<file path="config.mk">
export PLATFORM = sky130hd
export DESIGN_NAME = branch_predict_unit
export DESIGN_NICKNAME = d
export VERILOG_FILES = /design/src/rtl/branch_pkg.sv /design/src/rtl/btb_table.sv /design/src/rtl/branch_predict_unit.sv
export SDC_FILE = /design/constraint.sdc
export NUM_CORES = 2
export LEC_CHECK = 0
export BUFFER_PORTS_ARGS = -buffer_cell sky130_fd_sc_hd__buf_2
export CAP_MARGIN = 25
export CORE_MARGIN = 3
export CORE_UTILIZATION = 53
export CTS_CLUSTER_SIZE = 8
export DETAILED_ROUTE_END_ITERATION = 7
export MAX_ROUTING_LAYER = met4
export PLACE_DENSITY_LB_ADDON = 0.3
export SYNTH_ARGS = -nofsm -noshare
export SYNTH_HDL_FRONTEND = slang
export SYNTH_SLANG_ARGS = --single-unit
</file>
<file path="constraint.sdc">
create_clock -name clk -period 18.3 [get_ports clk]
set_input_delay 2.745 -clock clk [delete_from_list [all_inputs] [get_ports clk]]
set_output_delay 2.745 -clock clk [all_outputs]
set_load 0.02 [all_outputs]
</file>
<file path="src/rtl/branch_pkg.sv">
// Shared types and constants for the branch prediction unit.
package branch_pkg;

    localparam int WORD_SIZE = 32;
    localparam int ENTRIES   = 16;
    localparam int IDX_BITS  = $clog2(ENTRIES);
    localparam int TAG_BITS  = WORD_SIZE - IDX_BITS - 2;

    typedef enum logic {
        ADDR_PC = 1'b0,
        ADDR_RD = 1'b1
    } addr_mode_e;

    typedef logic [1:0] ctr_t;

    localparam ctr_t CTR_SNT = 2'b00;
    localparam ctr_t CTR_WNT = 2'b01;
    localparam ctr_t CTR_WT  = 2'b10;
    localparam ctr_t CTR_ST  = 2'b11;

    typedef struct packed {
        logic                 valid;
        logic [TAG_BITS-1:0]  tag;
        logic [WORD_SIZE-1:0] target;
        ctr_t                 ctr;
    } btb_entry_t;

    // Saturating 2-bit counter step toward the observed outcome.
    function automatic ctr_t ctr_step(input ctr_t ctr, input logic taken);
        if (taken) begin
            return (ctr == CTR_ST) ? CTR_ST : ctr_t'(ctr + 2'b01);
        end
        return (ctr == CTR_SNT) ? CTR_SNT : ctr_t'(ctr - 2'b01);
    endfunction

endpackage

</file>
<file path="src/rtl/btb_table.sv">
// Direct-mapped BTB storage: register array with a fetch read port, a
// resolve-side read port for read-modify-write training, and one write port.
module btb_table
    import branch_pkg::*;
#(
    parameter int Entries = ENTRIES,
    parameter int IdxBits = $clog2(Entries)
) (
    input  logic               clk,
    input  logic               rstn,
    input  logic [IdxBits-1:0] rd_idx,
    output btb_entry_t         rd_entry,
    input  logic [IdxBits-1:0] rt_idx,
    output btb_entry_t         rt_entry,
    input  logic               wr_en,
    input  logic [IdxBits-1:0] wr_idx,
    input  btb_entry_t         wr_entry
);

    logic                 valid_reg  [Entries];
    ctr_t                 ctr_reg    [Entries];
    logic [TAG_BITS-1:0]  tag_reg    [Entries];
    logic [WORD_SIZE-1:0] target_reg [Entries];
    btb_entry_t           entry_view [Entries];

    // Present each slot as a packed entry so both read ports are plain muxes.
    for (genvar gi = 0; gi < Entries; gi++) begin : g_view
        assign entry_view[gi] = '{valid:  valid_reg[gi],
                                  tag:    tag_reg[gi],
                                  target: target_reg[gi],
                                  ctr:    ctr_reg[gi]};
    end

    assign rd_entry = entry_view[rd_idx];
    assign rt_entry = entry_view[rt_idx];

    // Valid bits and counters: reset wins over a same-cycle write.
    always_ff @(posedge clk) begin
        for (int i = 0; i < Entries; i++) begin
            if (!rstn) begin
                valid_reg[i] <= 1'b0;
                ctr_reg[i]   <= CTR_WNT;
            end else if (wr_en && wr_idx == IdxBits'(i)) begin
                valid_reg[i] <= wr_entry.valid;
                ctr_reg[i]   <= wr_entry.ctr;
            end
        end
    end

    // Tag and target are only meaningful behind a valid bit, so no reset.
    always_ff @(posedge clk) begin
        for (int i = 0; i < Entries; i++) begin
            if (rstn && wr_en && wr_idx == IdxBits'(i)) begin
                tag_reg[i]    <= wr_entry.tag;
                target_reg[i] <= wr_entry.target;
            end
        end
    end

endmodule

</file>
<file path="src/rtl/branch_predict_unit.sv">
// Branch address unit: fetch-side BTB next-PC prediction, resolve-side
// target calculation, mispredict detection, BTB training and redirect.
module branch_predict_unit
    import branch_pkg::*;
#(
    parameter int WordSize = WORD_SIZE,
    parameter int Entries  = ENTRIES
) (
    input  logic                clk,
    input  logic                rstn,
    input  logic                f_valid,
    input  logic [WordSize-1:0] f_pc,
    output logic                pred_taken,
    output logic [WordSize-1:0] pred_target,
    output logic [WordSize-1:0] npc,
    input  logic                r_valid,
    input  logic                r_is_branch,
    input  logic                r_is_jump,
    input  logic                addr_mode,
    input  logic                branch_taken,
    input  logic [WordSize-1:0] imm,
    input  logic [WordSize-1:0] rs1d,
    input  logic [WordSize-1:0] r_pc,
    input  logic                r_pred_taken,
    input  logic [WordSize-1:0] r_pred_target,
    output logic [WordSize-1:0] branch_addr,
    output logic                redirect,
    output logic [WordSize-1:0] redirect_pc
);

    localparam int IdxBits = $clog2(Entries);

    logic [IdxBits-1:0]  f_idx, r_idx;
    logic [TAG_BITS-1:0] f_tag, r_tag;
    btb_entry_t          f_entry, r_entry, wr_entry;
    logic                f_hit, r_hit, is_cf, taken, mispredict, wr_en;
    logic [WordSize-1:0] correct_pc;
    logic                redirect_reg;
    logic [WordSize-1:0] redirect_pc_reg;

    assign f_idx = f_pc[IdxBits+1:2];
    assign f_tag = f_pc[WordSize-1:IdxBits+2];
    assign r_idx = r_pc[IdxBits+1:2];
    assign r_tag = r_pc[WordSize-1:IdxBits+2];

    btb_table #(
        .Entries (Entries),
        .IdxBits (IdxBits)
    ) u_btb (
        .clk      (clk),
        .rstn     (rstn),
        .rd_idx   (f_idx),
        .rd_entry (f_entry),
        .rt_idx   (r_idx),
        .rt_entry (r_entry),
        .wr_en    (wr_en),
        .wr_idx   (r_idx),
        .wr_entry (wr_entry)
    );

    // Fetch lookup against the registered table (pre-write view).
    always_comb begin
        f_hit       = f_valid & f_entry.valid & (f_entry.tag == f_tag);
        pred_taken  = f_hit & f_entry.ctr[1];
        pred_target = pred_taken ? f_entry.target : '0;
        npc         = pred_taken ? pred_target : f_pc + WordSize'(4);
    end

    // Resolve: target calculation, outcome and mispredict compare.
    always_comb begin
        if (addr_mode_e'(addr_mode) == ADDR_RD) begin
            branch_addr = (rs1d + imm) & ~WordSize'(1);
        end else begin
            branch_addr = r_pc + imm;
        end
        is_cf      = r_is_branch | r_is_jump;
        taken      = r_is_jump | (r_is_branch & branch_taken);
        correct_pc = taken ? branch_addr : r_pc + WordSize'(4);
        mispredict = r_valid & is_cf &
                     ((taken != r_pred_taken) |
                      (taken & (r_pred_target != branch_addr)));
    end

    // Training: allocate on taken miss, update counter/target on hit.
    // A jump (including jump+branch) always forces strongly-taken.
    always_comb begin
        r_hit    = r_entry.valid & (r_entry.tag == r_tag);
        wr_en    = r_valid & is_cf & (r_hit | taken);
        wr_entry = '{valid:  1'b1,
                     tag:    r_tag,
                     target: taken ? branch_addr : r_entry.target,
                     ctr:    r_entry.ctr};
        if (r_is_jump) begin
            wr_entry.ctr = CTR_ST;
        end else if (r_hit) begin
            wr_entry.ctr = ctr_step(r_entry.ctr, taken);
        end else begin
            wr_entry.ctr = CTR_WT;
        end
    end

    // Redirect pulse and held correct PC, one cycle after resolve.
    always_ff @(posedge clk) begin
        if (!rstn) begin
            redirect_reg    <= 1'b0;
            redirect_pc_reg <= '0;
        end else begin
            redirect_reg <= mispredict;
            if (mispredict) begin
                redirect_pc_reg <= correct_pc;
            end
        end
    end

    assign redirect    = redirect_reg;
    assign redirect_pc = redirect_pc_reg;

endmodule

</file>
==> results_dict.tcl <==
set metrics [dict create \
    outcome "completed" \
    startpoint_type "input port" \
    slew_headroom 0.277 \
    muxShareOfSynthArea 0.255 \
    cp.required_ns 15.55 \
    routed_wl_um 172000 \
    cp-end-kind "output pin" \
    dp_hpwl_um 107000 \
    max_freq_mhz 94.2 \
    seq_area_frac_synth 0.555 \
    viasPerCell 7.17 \
    ys_ff_latch 1009 \
    drive_gt1_frac 0.327 \
    maxSlewViolCount 0 \
    syn_area_per_cell_um2 16.2 \
    clk_latency_ns 0.75 \
    synth_xor_area_frac 0.0265 \
    chipHeight_um 325 \
    drtPass1Iterations 6 \
    root_buffer "clkbuf_16" \
    drtIter0Drc 5331 \
    synth_top_family_by_area "multiplexers" \
    max-clock-path-buffers 3 \
    clock_sinks 1009 \
    area_growth_pct 12.9 \
    min_period_ns 10.61 \
    cts_resized 0 \
    die_x_um 325 \
    placed_cells 4802 \
    initial_utilization 0.537 \
    gp_congestion 1.01 \
    timing.max_cap.violations 0 \
    grt_pass1_vias 35429 \
    num_vias 35798 \
    yosysUniqueCellTypes 98 \
    power.density_nw_per_um2 96.9 \
    setup-tns-final_ns 0 \
    largest_reg_flops 512 \
    utilization 0.606 \
    grt_max_degree 111 \
    peakVddDrop_mv 0.112 \
    grt-ovfl-total 0 \
    holdWs_ns 0.458 \
    path_max_fanout 75 \
    synth_enable_flop_cells 975 \
    antenna_left 0 \
    nets 3830 \
    synthSimpleGateAreaFrac 0.0672 \
    syn-cell-area_um2 54000 \
    yosys.area_share.adder 0.0160 \
    synth_ff_type "edfxtp_1" \
    die_area_um2 106000 \
    crit_type "in -> out" \
    cts_setup_buffers 0 \
    hold_viol_final 0 \
    synth_compound_area_frac 0.0577 \
    path_clk_slew_ns 0.05 \
    avgRoutedWirePerCell_um 34.4 \
    hp-class "reg -> reg" \
    finalCritPeriodShare 0.580 \
    ys_warn_count 0 \
    drc 0 \
    fin_cells 4991 \
    async_reset_ff_frac 0 \
    htree_levels 4 \
    leakage_nw 20.0 \
    synthCells 3323 \
    ios 299 \
    track_usage 0.334 \
    rsz0062_at_grt "no" \
    antenna_found_initial 7 \
    fp-row-count 116 \
    io_buffers 298 \
    p_total_mw 5.90 \
    tightest_slew_ns 1.08 \
    cts_made_buffers 144 \
    synth_fp_nets 3560 \
    grt_pass1_wl_um 248000 \
    cts_tree "yes" \
    setup_violations 0 \
    finalClockSkew_ns 0.0417 \
    cts_hold_buf 0 \
    cp.arrival_ns 7.87 \
    coreArea_um2 101000 \
]
-- Yosys cell counts, drive strengths merged (6+ instances only) --
cell type / n / area share
xor2: 45 / 0.0073
mux2: 7 / 0.0015
nand3: 78 / 0.0073
inv: 43 / 0.0030
nor4: 13 / 0.0016
o22ai: 6 / 0.00070
or4: 7 / 0.0010
buf: 115 / 0.010
xnor2: 103 / 0.017
mux4: 594 / 0.25
nand3b: 9 / 0.0013
nor3b: 15 / 0.0021
a21oi: 119 / 0.011
a211oi: 14 / 0.0023
nor2: 156 / 0.011
a311oi: 9 / 0.0016
o21bai: 39 / 0.0054
a31o: 7 / 0.0011
or3: 18 / 0.0022
dfxtp: 34 / 0.013
mux2i: 33 / 0.0061
o211ai: 33 / 0.0046
nand2b: 18 / 0.0021
and4b: 7 / 0.0013
clkbuf: 124 / 0.0086
edfxtp: 975 / 0.54
and4: 8 / 0.0013
o2111ai: 10 / 0.0019
a21o: 22 / 0.0031
or2: 9 / 0.0010
and3: 27 / 0.0032
nor2b: 16 / 0.0019
and2: 50 / 0.0058
xnor3: 6 / 0.0025
nor3: 28 / 0.0028
o21a: 20 / 0.0028
o21ai: 109 / 0.010
nand4: 49 / 0.0057
a2111oi: 9 / 0.0017
a211o: 8 / 0.0013
nand2: 198 / 0.014
ha: 66 / 0.015
-- cell families (layout without fill, tap and decap cells) --
group,count (synthesis),after routing
adders and majority gates,68,68
other,0,7
and+or+nand+nor,716,716
AOI/OAI and AO/OA,459,459
muxes,634,634
DFF,1009,1009
xor gates and xnor gates,154,154
buffers and inverters,283,587
-- per-stage QoR --
step	cell area [um^2]	setup slack (ns)
after floorplan	54000	9.25
final	60900	7.69
after global placement	56800	7.37
after global routing	60900	7.28
after detailed placement	56800	7.25
after CTS	60900	7.48
-- cells in the final DEF, fill, tap and decap left out, drive strengths merged, types with 27 or more instances in the layout --
master / Yosys / final
a21oi: 119 / 119
and2: 50 / 50
and3: 27 / 27
buf: 115 / 363
clkbuf: 124 / 163
dfxtp: 34 / 34
edfxtp: 975 / 975
ha: 66 / 66
inv: 43 / 49
mux2i: 33 / 33
mux4: 594 / 594
nand2: 198 / 198
nand3: 78 / 78
nand4: 49 / 49
nor2: 156 / 156
nor3: 28 / 28
o211ai: 33 / 33
o21ai: 109 / 109
o21bai: 39 / 39
xnor2: 103 / 103
xor2: 45 / 45
-- metal layers --
layer,up-vias,track usage,routed length [um]
met5,-,-,0
li1,14286,-,-
met4,0,0.145,8610
met3,469,0.0810,19700
met1,18377,0.445,63100
met2,2666,0.496,80500
-- final cells by class --
class | count | area, um^2
Fill cell | 7257 | 39700
Sequential cell | 1009 | 30000
Multi-Input combinational cell | 2031 | 23000
Clock buffer | 163 | 3670
Timing Repair Buffer | 363 | 2050
Tap cell | 1357 | 1700
Clock inverter | 17 | 382
Inverter | 44 | 170
Antenna cell | 7 | 17.5
-- path summary, 6_finish.rpt --
kind | cells after the start | end | slack (ns) | startpoint
hold reg to reg | 2 | redirect_pc[9] | 0.46 | redirect_pc[9]
hold / removal | 2 | redirect_pc[9] | 0.46 | redirect_pc[9]
setup reg to reg | 11 | u_btb.target_reg[1][86] | 12.38 | u_btb.tag_reg[0][87]
setup / recovery | 12 | npc[27] | 7.69 | f_pc[2]
-- worst max-delay path, stage by stage --
cell      delay, ns
buf_8          0.56
buf_4          0.80
mux4_2         0.60
mux4_2         0.55
xnor2_1        0.16
nand4_1        0.21
or4b_1         0.58
nor4_2         0.23
buf_4          0.57
and2_1         0.42
o21bai_1       0.16
buf_2          0.19
-- report_power, final --
part           switching, mW  internal (mW)
logic                  0.536          0.309
registers             0.0162           2.61
clock network          0.990           1.44
No activity file was read; power rests on OpenSTA's default activity.
